## src/rtl/uart_tx_ctrl_if.sv

```systemverilog
// Byte handshake between a producer and the UART transmit sequencer.
interface uart_tx_ctrl_if #(
  parameter int unsigned DATA_BITS = 8
);
  logic [DATA_BITS-1:0] tx_data;
  logic                 tx_valid;
  logic                 tx_ready;

  modport master (output tx_data, output tx_valid, input tx_ready);
  modport slave  (input tx_data, input tx_valid, output tx_ready);
endinterface

```

## src/rtl/uart_tx_ctrl.sv

```systemverilog
// UART transmit sequencer: accepts a byte on a valid/ready handshake and
// serialises start bit, LSB-first data bits and stop bits onto serial_out.
module uart_tx_ctrl #(
  parameter int unsigned CLKS_PER_BIT = 10,
  parameter int unsigned DATA_BITS    = 8,
  parameter int unsigned STOP_BITS    = 1
) (
  input  logic               clk,
  input  logic               n_rst,
  uart_tx_ctrl_if.slave      bus,
  output logic               serial_out,
  output logic               tx_busy,
  output logic               tx_done
);

  localparam int unsigned BW = (CLKS_PER_BIT > 1) ? $clog2(CLKS_PER_BIT) : 1;
  localparam int unsigned CW = (DATA_BITS > 1) ? $clog2(DATA_BITS) : 1;

  typedef enum logic [1:0] {
    IDLE  = 2'd0,
    START = 2'd1,
    DATA  = 2'd2,
    STOP  = 2'd3
  } state_t;

  state_t               state;
  logic [BW-1:0]        baud;
  logic [CW-1:0]        bit_cnt;
  logic [DATA_BITS-1:0] shreg;
  logic                 baud_wrap;

  assign baud_wrap = (baud == BW'(CLKS_PER_BIT - 1));

  always_ff @(posedge clk or negedge n_rst) begin
    if (!n_rst) begin
      state   <= IDLE;
      baud    <= '0;
      bit_cnt <= '0;
      shreg   <= '0;
      tx_done <= 1'b0;
    end else begin
      tx_done <= 1'b0;
      case (state)
        IDLE: begin
          if (bus.tx_valid) begin
            shreg   <= bus.tx_data;
            baud    <= '0;
            bit_cnt <= '0;
            state   <= START;
          end
        end
        START: begin
          if (baud_wrap) begin
            baud  <= '0;
            state <= DATA;
          end else begin
            baud <= baud + 1'b1;
          end
        end
        DATA: begin
          if (baud_wrap) begin
            baud  <= '0;
            shreg <= {1'b0, shreg[DATA_BITS-1:1]};
            if (bit_cnt == CW'(DATA_BITS - 1)) begin
              bit_cnt <= '0;
              state   <= STOP;
            end else begin
              bit_cnt <= bit_cnt + 1'b1;
            end
          end else begin
            baud <= baud + 1'b1;
          end
        end
        STOP: begin
          if (baud_wrap) begin
            baud <= '0;
            if (bit_cnt == CW'(STOP_BITS - 1)) begin
              bit_cnt <= '0;
              tx_done <= 1'b1;
              state   <= IDLE;
            end else begin
              bit_cnt <= bit_cnt + 1'b1;
            end
          end else begin
            baud <= baud + 1'b1;
          end
        end
        default: state <= IDLE;
      endcase
    end
  end

  // Line and status are decoded purely from registered state.
  always_comb begin
    serial_out = 1'b1;
    case (state)
      START:   serial_out = 1'b0;
      DATA:    serial_out = shreg[0];
      default: serial_out = 1'b1;
    endcase
  end

  assign tx_busy      = (state != IDLE);
  assign bus.tx_ready = (state == IDLE);

endmodule
```

## src/flat_wrapper.sv

```systemverilog
// flat-port wrapper written by rule: the top's interface ports become plain ports
module uart_tx_ctrl_flat 
#(
  parameter int unsigned CLKS_PER_BIT = 10,
  parameter int unsigned DATA_BITS    = 8,
  parameter int unsigned STOP_BITS    = 1
)
  (clk, n_rst, serial_out, tx_busy, tx_done, bus_tx_data, bus_tx_valid, bus_tx_ready);
  uart_tx_ctrl_if #(.DATA_BITS(DATA_BITS)) bus_i ();
  input  logic clk;
  input  logic n_rst;
  output logic serial_out;
  output logic tx_busy;
  output logic tx_done;
  input wire logic [$bits(bus_i.tx_data)-1:0] bus_tx_data;
  input wire logic [$bits(bus_i.tx_valid)-1:0] bus_tx_valid;
  output wire logic [$bits(bus_i.tx_ready)-1:0] bus_tx_ready;
  assign bus_i.tx_data = bus_tx_data;
  assign bus_i.tx_valid = bus_tx_valid;
  assign bus_tx_ready = bus_i.tx_ready;
  uart_tx_ctrl #(.CLKS_PER_BIT(CLKS_PER_BIT), .DATA_BITS(DATA_BITS), .STOP_BITS(STOP_BITS)) u_core (.clk(clk), .n_rst(n_rst), .bus(bus_i), .serial_out(serial_out), .tx_busy(tx_busy), .tx_done(tx_done));
endmodule
```

## config.mk

```make
export PLATFORM = sky130hd
export DESIGN_NAME = uart_tx_ctrl_flat
export DESIGN_NICKNAME = d
export VERILOG_FILES = /design/src/rtl/uart_tx_ctrl_if.sv /design/src/rtl/uart_tx_ctrl.sv /design/src/flat_wrapper.sv
export SDC_FILE = /design/constraint.sdc
export NUM_CORES = 1
export LEC_CHECK = 0
export ABC_AREA = 1
export CAP_MARGIN = 20
export CORE_MARGIN = 2
export CORE_UTILIZATION = 35
export CTS_CLUSTER_SIZE = 40
export DETAILED_ROUTE_END_ITERATION = 8
export GPL_ROUTABILITY_DRIVEN = 1
export GPL_TIMING_DRIVEN = 0
export SYNTH_ARGS = -nofsm -noshare
export SYNTH_HDL_FRONTEND = slang
export SYNTH_SLANG_ARGS = --single-unit
```

## constraint.sdc

```tcl
create_clock -name clk -period 1.3 [get_ports clk]
set_input_delay 0.195 -clock clk [delete_from_list [all_inputs] [get_ports clk]]
set_output_delay 0.195 -clock clk [all_outputs]
set_load 0.02 [all_outputs]
```

==> metrics <==
vias in the first global route 916; largest net degree at the start of global routing 19; Final Wtd Congestion 0.7506; PD cells 2649 nW/um^2; status complete, but fails checks; grt total ovfl 0; die height 59.80 um; largest area contributor in the netlist dfrtp_1; wire per inst 13.64 um; Rows 20; clock sink count 18; DR pass1 iterations 4; top post-synthesis cells by area dfrtp_1 (41%), ha_1 (11%), nand2_1 (10%), o21ai_2 (8.0%), mux2i_1 (7.3%); Max-cap violations 0; CP Data Arrival Time 1420 ps; CTS Buf Count 3; critical path depth 5; worst min-delay path class input pin to asynchronous set/reset pin; Ys Warns 0; cell count after synthesis 116; Placement Setup Slack -493.3 ps; WP data required 1110 ps; initial core utilization 36.29%; PnR worst setup slack -318.7 ps; peak supply drop 0.001577 V; Post-Syn Nets 137; Core ar. 3003 sq um; CP Capture Type primary output; CP Max Fanout 5; DRC viols 0; CP delay by family, top flip-flops; Rel. slew slack 44.45%; dpl cells 163; Worst Tran Pin Value 830.6 ps; Total Routing Usage GR 15.27%; DIE AREA 3576 sq um; Via-to-Cell Ratio 4.810; Buf+Inv Stages, Crit Path 2; FILL cells 264; Yosys cell types 21; Post-Layout Cell Count 184; Leakage 0.0007575 uW; P&R area growth vs syn 51.78%; Cell Area, Placed 1314 sq um; port buffer count 14; Post-DRT Antenna Nets 0; Chip Width 59.80 um; nets@finish 173; CTS H-tree lvls 1; initial antenna violation count 0; latest clock arrival within the worst-skew pair 300 ps; first-pass GRT wire length 4057 um; clock skew 2.962 ps; final wirelength 2510 um; via count 885; finished layout cell area 1654 sq um; CTS clk-pin slew, worst paths 110 ps; CP Cell Sequence inv_2 > ha_4 > or2_1 > nand2_1 > buf_6; fmax 0.6178 GHz; Crit path largest cell delay 440 ps; Slew Limit Fails 0; CP Launch Type register; Setup CP Type register to primary output; Final period util 124.5%; Hold Slack 359.3 ps; Max Buffers Root-to-Sink 2; clk root buf clkbuf_4; layout cells sized above 1 48.34%; Slowest cell on crit path dfrtp_2; initial DRC count 28; failing checks negative setup slack; Antenna Cells 0; Setup Viol. Count Final 20; worst r2r path cells 8; CTS tree yes; # IOs 15; fin crit period 1619 ps; Seq cells post-synth 18; post-DP HPWL 1531 um; Yosys top cell area share 41.33%; CTS Hold Buffers Added 0; Mapped Area 1090 sq um; Seq/Total Area, Yosys 41.33%; Final Hold Fails 0; syn avg cell area 9.395 sq um; RSZ-0062 raised after global routing true
-- logic make-up (layout without fill, tap and decap cells) --
logic type / count (synthesis) / in the layout / share of synthesized area (%)
AO/OA/AOI/OAI: 16 / 16 / 10.91
XOR/XNOR: 1 / 1 / 0.8038
flip-flops: 18 / 18 / 41.33
AND/OR/NAND/NOR: 48 / 48 / 21.93
adder cells (fa/ha/maj): 10 / 10 / 11.48
buffers and inverters: 15 / 50 / 6.200
multiplexers: 8 / 8 / 7.348
-- synth_stat cells, drive strengths merged --
library cell,n
nand2,35
dfrtp,18
o21ai,14
inv,13
ha,10
mux2i,8
nand3,6
nor2,5
buf,2
a21oi,1
nor3b,1
o22ai,1
or2,1
xor2,1
-- flip-flops by register name (all words and copies together) (netlist names) --
name / count
u_core.tx_done: 1
u_core.state: 2
u_core.shreg: 8
u_core.bit_cnt: 3
u_core.baud: 4
-- through the flow --
stage          utilization, %  total power (uW)  TNS, ps
3_5_place_dp            43.75              2944    -2302
2_1_floorplan               -              2494   -94.19
5_1_grt                 55.08              4699    -4404
4_1_cts                 52.13              4118    -3111
6_report                55.08              4381    -3230
3_3_place_gp            43.75              2879    -1673
-- final cells by class --
| type | instances | area [sq um] | area share (%) |
|---|---|---|---|
| multi-input combinational | 83 | 710.7 | 42.97 |
| sequential | 18 | 452.9 | 27.38 |
| buffer | 2 | 35.03 | 2.118 |
| inverter | 13 | 63.81 | 3.858 |
| tap | 33 | 41.29 | 2.496 |
| timing repair buffer | 31 | 314.1 | 18.99 |
| clock buffer | 4 | 36.28 | 2.194 |
-- final timing paths --
kind                                   endpoint             from  slack [ps]
max in group asynchronous       u_core.state[0]            n_rst         380
worst min register to register  u_core.shreg[1]  u_core.shreg[1]         500
worst max-delay path                 serial_out  u_core.state[0]        -320
worst min-delay path            u_core.state[1]            n_rst         360
min in group clk                u_core.shreg[7]   bus_tx_data[7]         490
worst max register to register  u_core.state[0]  u_core.state[0]        -220
-- where the power goes --
group	switching (uW)	internal (uW)
clock	189	171
combinational	1490	1540
sequential	205	792
total	1880	2500
-- layout by cell type, fill, tap and decap left out, types with 2 or more instances in the layout --
cell type        count
clkbuf_4             3
buf_4               12
nand3_4              2
inv_1                7
buf_12               2
ha_2                 2
dfrtp_1             16
o21ai_4              2
o21ai_2              8
ha_1                 5
nand2_1             19
mux2i_1              7
nor2_1               2
clkdlybuf4s50_1     10
nand2_2             13
o21ai_1              3
nand2_4              2
nor2_4               3
nand3_1              3
dfrtp_2              2
buf_6                6
inv_2                3
ha_4                 3
-- worst reg2reg max path: cells and delay by family (launching register included) --
kind / cells / cell delay, ps
adder cells (fa/ha/maj): 1 / 190
flip-flops: 1 / 440
AO/OA/AOI/OAI: 1 / 150
buffers and inverters: 2 / 210
AND/OR/NAND/NOR: 4 / 420
-- routing by layer --
| layer | GRT usage, % | part of all wire [%] | vias to the layer above |
|---|---|---|---|
| met4 | 8.254 | 1.8 | 0 |
| met5 | 0 | 0 | - |
| met2 | 25.16 | 54 | 9 |
| met3 | 2.814 | 1.7 | 4 |
| met1 | 18.71 | 42 | 426 |
| li1 | - | - | 446 |
-- what timing repair did --
| item | in CTS | in global routing |
|---|---|---|
| pin swaps | 8 | 7 |
| gates cloned | 1 | 0 |
| endpoints found under the setup margin | 18 | 20 |
| buffers inserted | 10 | 6 |
| resized for setup | 45 | 13 |
(Power assumes the default switching activity.)
